$ cat src/rtl/timestamp_uart_rx.sv
// 8N1 receiver for the build-timestamp link; parses "XXXXXXXX\r" hex lines into a 32-bit value.
// Pulses are registered one enabled cycle after the stop sample; no backpressure, CK_EE_i gates all state.
module timestamp_uart_rx #(
    parameter int C_FCK       = 48_000_000,
    parameter int C_BAUD_RATE = 19_200
) (
    input  logic        CK_i,
    input  logic        XARST_i,
    input  logic        CK_EE_i,
    input  logic        RXD_i,
    output logic [7:0]  RX_DATs_o,
    output logic        RX_STB_o,
    output logic [31:0] TIMESTAMPs_o,
    output logic        VALID_o,
    output logic        ERR_o
);
    localparam int C_DIV_LEN = C_FCK / C_BAUD_RATE;
    localparam int CW        = $clog2(C_DIV_LEN + 1);
    localparam logic [CW-1:0] HALF_M1 = CW'(C_DIV_LEN / 2 - 1);
    localparam logic [CW-1:0] FULL_M1 = CW'(C_DIV_LEN - 1);

    if (C_DIV_LEN < 4) begin : g_div_check
        $error("timestamp_uart_rx: C_FCK / C_BAUD_RATE must be at least 4");
    end

    typedef enum logic [2:0] {S_IDLE, S_START, S_DATA, S_STOP, S_BREAK} state_t;

    state_t         state_q, state_d;
    logic [1:0]     sync_q;
    logic [CW-1:0]  cnt_q, cnt_d;
    logic [2:0]     bit_q, bit_d;
    logic [7:0]     sh_q, sh_d;
    logic [7:0]     rx_dat_q, rx_dat_d;
    logic           rx_stb_q, rx_stb_d;
    logic [31:0]    ts_q, ts_d;
    logic           valid_q, valid_d;
    logic           err_q, err_d;
    logic [31:0]    acc_q, acc_d;
    logic [3:0]     dcnt_q, dcnt_d;
    logic           bad_q, bad_d;
    logic           srxd, good_byte, is_dig, is_alpha;
    logic [3:0]     nib;

    assign srxd     = sync_q[1];
    assign is_dig   = (sh_q >= 8'h30) && (sh_q <= 8'h39);
    assign is_alpha = ((sh_q >= 8'h41) && (sh_q <= 8'h46)) || ((sh_q >= 8'h61) && (sh_q <= 8'h66));
    // Letters A-F/a-f have low nibble 1..6, so adding 9 gives 10..15.
    assign nib      = is_dig ? sh_q[3:0] : sh_q[3:0] + 4'd9;

    always_comb begin
        state_d   = state_q;
        cnt_d     = cnt_q;
        bit_d     = bit_q;
        sh_d      = sh_q;
        rx_dat_d  = rx_dat_q;
        ts_d      = ts_q;
        acc_d     = acc_q;
        dcnt_d    = dcnt_q;
        bad_d     = bad_q;
        rx_stb_d  = 1'b0;
        valid_d   = 1'b0;
        err_d     = 1'b0;
        good_byte = 1'b0;
        case (state_q)
            S_IDLE: begin
                if (!srxd) begin
                    state_d = S_START;
                    cnt_d   = HALF_M1;
                end
            end
            S_START: begin
                if (cnt_q != '0) begin
                    cnt_d = cnt_q - CW'(1);
                end else if (srxd) begin
                    state_d = S_IDLE;
                end else begin
                    state_d = S_DATA;
                    cnt_d   = FULL_M1;
                    bit_d   = 3'd0;
                end
            end
            S_DATA: begin
                if (cnt_q != '0) begin
                    cnt_d = cnt_q - CW'(1);
                end else begin
                    sh_d  = {srxd, sh_q[7:1]};
                    cnt_d = FULL_M1;
                    if (bit_q == 3'd7) state_d = S_STOP;
                    else               bit_d   = bit_q + 3'd1;
                end
            end
            S_STOP: begin
                if (cnt_q != '0) begin
                    cnt_d = cnt_q - CW'(1);
                end else if (srxd) begin
                    good_byte = 1'b1;
                    state_d   = S_IDLE;
                end else begin
                    err_d   = 1'b1;
                    bad_d   = 1'b1;
                    state_d = S_BREAK;
                end
            end
            S_BREAK: begin
                if (srxd) state_d = S_IDLE;
            end
            default: state_d = S_IDLE;
        endcase

        if (good_byte) begin
            rx_dat_d = sh_q;
            rx_stb_d = 1'b1;
            if (is_dig || is_alpha) begin
                acc_d = {acc_q[27:0], nib};
                if (dcnt_q == 4'd8) bad_d  = 1'b1;
                else                dcnt_d = dcnt_q + 4'd1;
            end else if (sh_q == 8'h0D) begin
                if ((dcnt_q == 4'd8) && !bad_q) begin
                    ts_d    = acc_q;
                    valid_d = 1'b1;
                end else begin
                    err_d   = 1'b1;
                end
                acc_d  = '0;
                dcnt_d = '0;
                bad_d  = 1'b0;
            end else if (sh_q != 8'h0A) begin
                bad_d = 1'b1;
            end
        end
    end

    always_ff @(posedge CK_i or negedge XARST_i) begin
        if (!XARST_i) begin
            state_q  <= S_IDLE;
            sync_q   <= 2'b11;
            cnt_q    <= '0;
            bit_q    <= '0;
            sh_q     <= '0;
            rx_dat_q <= '0;
            rx_stb_q <= 1'b0;
            ts_q     <= '0;
            valid_q  <= 1'b0;
            err_q    <= 1'b0;
            acc_q    <= '0;
            dcnt_q   <= '0;
            bad_q    <= 1'b0;
        end else if (CK_EE_i) begin
            state_q  <= state_d;
            sync_q   <= {sync_q[0], RXD_i};
            cnt_q    <= cnt_d;
            bit_q    <= bit_d;
            sh_q     <= sh_d;
            rx_dat_q <= rx_dat_d;
            rx_stb_q <= rx_stb_d;
            ts_q     <= ts_d;
            valid_q  <= valid_d;
            err_q    <= err_d;
            acc_q    <= acc_d;
            dcnt_q   <= dcnt_d;
            bad_q    <= bad_d;
        end
    end

    assign RX_DATs_o    = rx_dat_q;
    assign RX_STB_o     = rx_stb_q;
    assign TIMESTAMPs_o = ts_q;
    assign VALID_o      = valid_q;
    assign ERR_o        = err_q;
endmodule

$ cat config.mk
export PLATFORM = sky130hd
export DESIGN_NAME = timestamp_uart_rx
export DESIGN_NICKNAME = d
export VERILOG_FILES = /design/src/rtl/timestamp_uart_rx.sv
export SDC_FILE = /design/constraint.sdc
export NUM_CORES = 1
export LEC_CHECK = 0
export CAP_MARGIN = 15
export CORE_UTILIZATION = 30
export CTS_CLUSTER_DIAMETER = 40
export DETAILED_ROUTE_END_ITERATION = 8
export PLACE_DENSITY = 0.57
export RECOVER_POWER = 25
export SYNTH_ARGS = -nofsm -noshare
export SYNTH_HDL_FRONTEND = slang
export SYNTH_SLANG_ARGS = --single-unit
export TNS_END_PERCENT = 10
$ cat constraint.sdc
create_clock -name CK_i -period 8.8 [get_ports CK_i]
set_input_delay 1.32 -clock CK_i [delete_from_list [all_inputs] [get_ports CK_i]]
set_output_delay 1.32 -clock CK_i [all_outputs]
set_load 0.02 [all_outputs]
==> flow_summary.yaml <==
critical_path:
  cp_max_fo: 33
  critical-path-max-stage-delay_ns: 1.25
  r2r-start: "cnt_q[0]"
  cp_slowest_cell: "or4_2"
  critPathLaunchType: "input port"
  worstSetupEndpointType: "flip-flop"
  crit_arrival_ns: 4.71
  crit_type: "input port to flip-flop"
  cp_top_family: "simple AND/OR/NAND/NOR gates"
  r2r_setup_slack_ns: 4.87
  required_ns: 9.02
  worstPathCellList: "dlygate4sd3_1, nand3b_1, or3_1, or4_2, mux2_4"
  critPathBufInv: 1
  crit_path_start: "CK_EE_i"
die:
  placeableCoreArea_sq_mm: 0.0159
  dieHeight_microns: 130
  pin_count: 47
  fp.dieW_microns: 130
  initial_core_util_pct: 30.8
  die_area_sq_mm: 0.0169
  rows: 46
synth:
  yosys.cell_types.count: 53
  synth_area_sq_mm: 0.00490
  syn_nets: 407
  synth_edf_count: 0
  synth_seq_cells: 108
  synthArstFlopShare_pct: 100
  yosysSeqAreaShare_pct: 55.2
  synthCells: 394
  synth_area_per_cell_sq_um: 12.4
  synth_area_leaders: "dfrtp_1 54%, mux2_4 8.9%, a22o_1 6.1%, mux2_2 4.6%, ha_1 2.3%"
  synth_top_area_share_pct: 54.1
  synth_warnings: 0
  synth_top_cell_by_area: "dfrtp_1"
  ys.flop_type: "dfrtp_1"
cts:
  worstSkewPairLatency_ns: 0.34
  post_cts.repair.setup_buffers: 0
  clock_path_buffers: 2
  cts_sinks: 108
  cts_htree_levels: 3
  cts_buffers: 9
  holdBufCountCts: 0
  cts_tree: "yes"
  root_buffer: "clkbuf_16"
  clkTransAtPathRegs_ns: 0.07
  cts_resized: 0
routing:
  post_drt_wl_per_cell_microns: 14.6
  antenna_left: 0
  drt_wl_total_microns: 9510
  drt-pass1-iter-count: 4
  vias: 3193
  drt_iter0_markers: 277
  routed_via_density: 4.90
  post-route-drc-count: 0
worst_hold_path:
  min-delay-start: "RX_DATs_o[1]"
  min_path_type: "flip-flop to flip-flop"
pwr:
  finalPower_mw: 1.10
  p_per_area_mw_per_mm2: 188
  p_leak_nw: 2.68
  peakVddDrop_mv: 0.0808
global_routing:
  grt_max_degree: 72
  grt_pass1_vias: 3176
  track_usage_pct: 11.9
  antenna_found_initial: 0
  grt_pass1_wl_microns: 16100
  grt_overflow: 0
placed_design:
  pre_cts_ws_ns: 3.99
  io_buffer_count: 46
  dpl.hpwl_microns: 6320
  gp_congestion: 0.792
timing:
  hold_viol_final: 0
  worst_slack_ns: 4.32
  maxSlewHeadroom_pct: -29.7
  setup-violations-final: 0
  fin_setup_tns_ns: 0
  period_needed_ns: 4.48
  finClkSkew_ns: 0.00671
  fmax_ghz: 0.223
  finalCritPeriodShare_pct: 51.0
  worst_slew_pin_slew_ns: 1.95
  rsz0062_at_grt: "false"
  maxSlewViolCount: 39
run:
  maxCapViolations: 1
layout:
  drive_gt1_share_pct: 17.5
  final_cell_mix: "106 x dfrtp_1, 44 x clkdlybuf4s50_1, 34 x a22o_1, 29 x mux2_4, 26 x nand2_1"
  fin_nets: 443
  seq_area_sq_mm: 0.00271
  multi_input_area_sq_mm: 0.00204
  final_common_cell: "dfrtp_1"
  fill_cells: 1548
  area_delta_synth_final_pct: 19.2
  diodes: 0
outcome:
  status: "finished, violations left"
  violations: "capacitance limit, slew limit"
worst paths after layout:
check,end,depth (start not counted)
hold / removal,RX_DATs_o[1],2
setup / recovery,TIMESTAMPs_o[26],5
min in group asynchronous,TIMESTAMPs_o[5],1
setup reg to reg,TIMESTAMPs_o[26],7
hold reg to reg,RX_DATs_o[1],2
max in group asynchronous,TIMESTAMPs_o[28],2
synthesized netlist by cell type, drive strengths merged, types with 2 or more instances:
cell type    n
dfstp        2
and3         2
nor4         3
inv         13
nand3       11
ha           9
a22o        34
nand4        2
a22oi        3
buf          4
xnor2        2
nor2        17
or4          3
o21ai       17
nor2b        3
nand2b       7
a21oi       10
or3          2
o21a         4
mux2        49
o2bb2ai      3
and4         2
o211ai       4
a21o         3
o41ai        4
o22a         3
o22ai        4
a31oi        5
clkbuf      19
nand2       26
dfrtp      106
nor3         2
through the flow:
| stage | hold WS (ns) | area (sq um) | cells | utilization, % |
|---|---|---|---|---|
| after global placement | 0.480 | 5540 | 635 | 34.7 |
| after CTS | 0.497 | 5850 | 651 | 36.7 |
| after floorplan | 0.462 | 4900 | 394 | - |
| final | 0.488 | 5850 | 651 | 36.7 |
| after detailed placement | 0.481 | 5540 | 635 | 34.7 |
| after global routing | 0.531 | 5850 | 651 | 36.7 |
metal layers:
metal  GRT usage, %  wire length [microns]  vias to the layer above
met5              0                      0                        -
met4           4.92                    129                        0
met3           2.17                    365                       12
met2           18.3                   4270                       67
met1           16.6                   4750                     1590
li1               -                      -                     1524
registers in the layout, indices dropped and copies added, names as in the netlist, 3 cells and up:
register,cells
acc_q,32
state_q,3
RX_DATs_o,8
dcnt_q,4
sh_q,8
bit_q,3
TIMESTAMPs_o,32
cnt_q,12
report_power, final:
group	total, mW	internal (mW)	leakage [nW]	switching [mW]
Sequential	0.563	0.525	1.45	0.0377
Combinational	0.111	0.0460	1.07	0.0647
Clock	0.427	0.251	0.155	0.176
Total	1.10	0.822	2.68	0.278
area by class of cell:
cell class,instances,area share (%)
well taps,216,4.62
inverters,13,0.835
clock inverters,5,1.41
multi-input cells,250,34.9
clock buffers,11,3.98
flip-flops and latches,108,46.3
repair buffers,48,8.02
logic make-up (layout without fill, tap and decap cells):
| kind of cell | Yosys count | after routing | synth area share [%] |
|---|---|---|---|
| and+or+nand+nor | 88 | 88 | 9.95 |
| buffers and inverters | 36 | 77 | 3.37 |
| adders and majority gates | 9 | 9 | 2.30 |
| xor gates and xnor gates | 2 | 2 | 0.357 |
| AOI/OAI and AO/OA | 101 | 101 | 15.2 |
| muxes | 50 | 50 | 13.7 |
| DFF | 108 | 108 | 55.2 |
worst reg2reg max path, cell delays in order (launching register included):
cell	delay [ns]
dfrtp_1	0.41
inv_1	0.09
ha_1	0.20
nor2b_1	0.40
nand4_4	0.25
or3_1	0.73
or4_2	1.25
mux2_4	0.48
No activity file was read; power rests on OpenSTA's default activity.
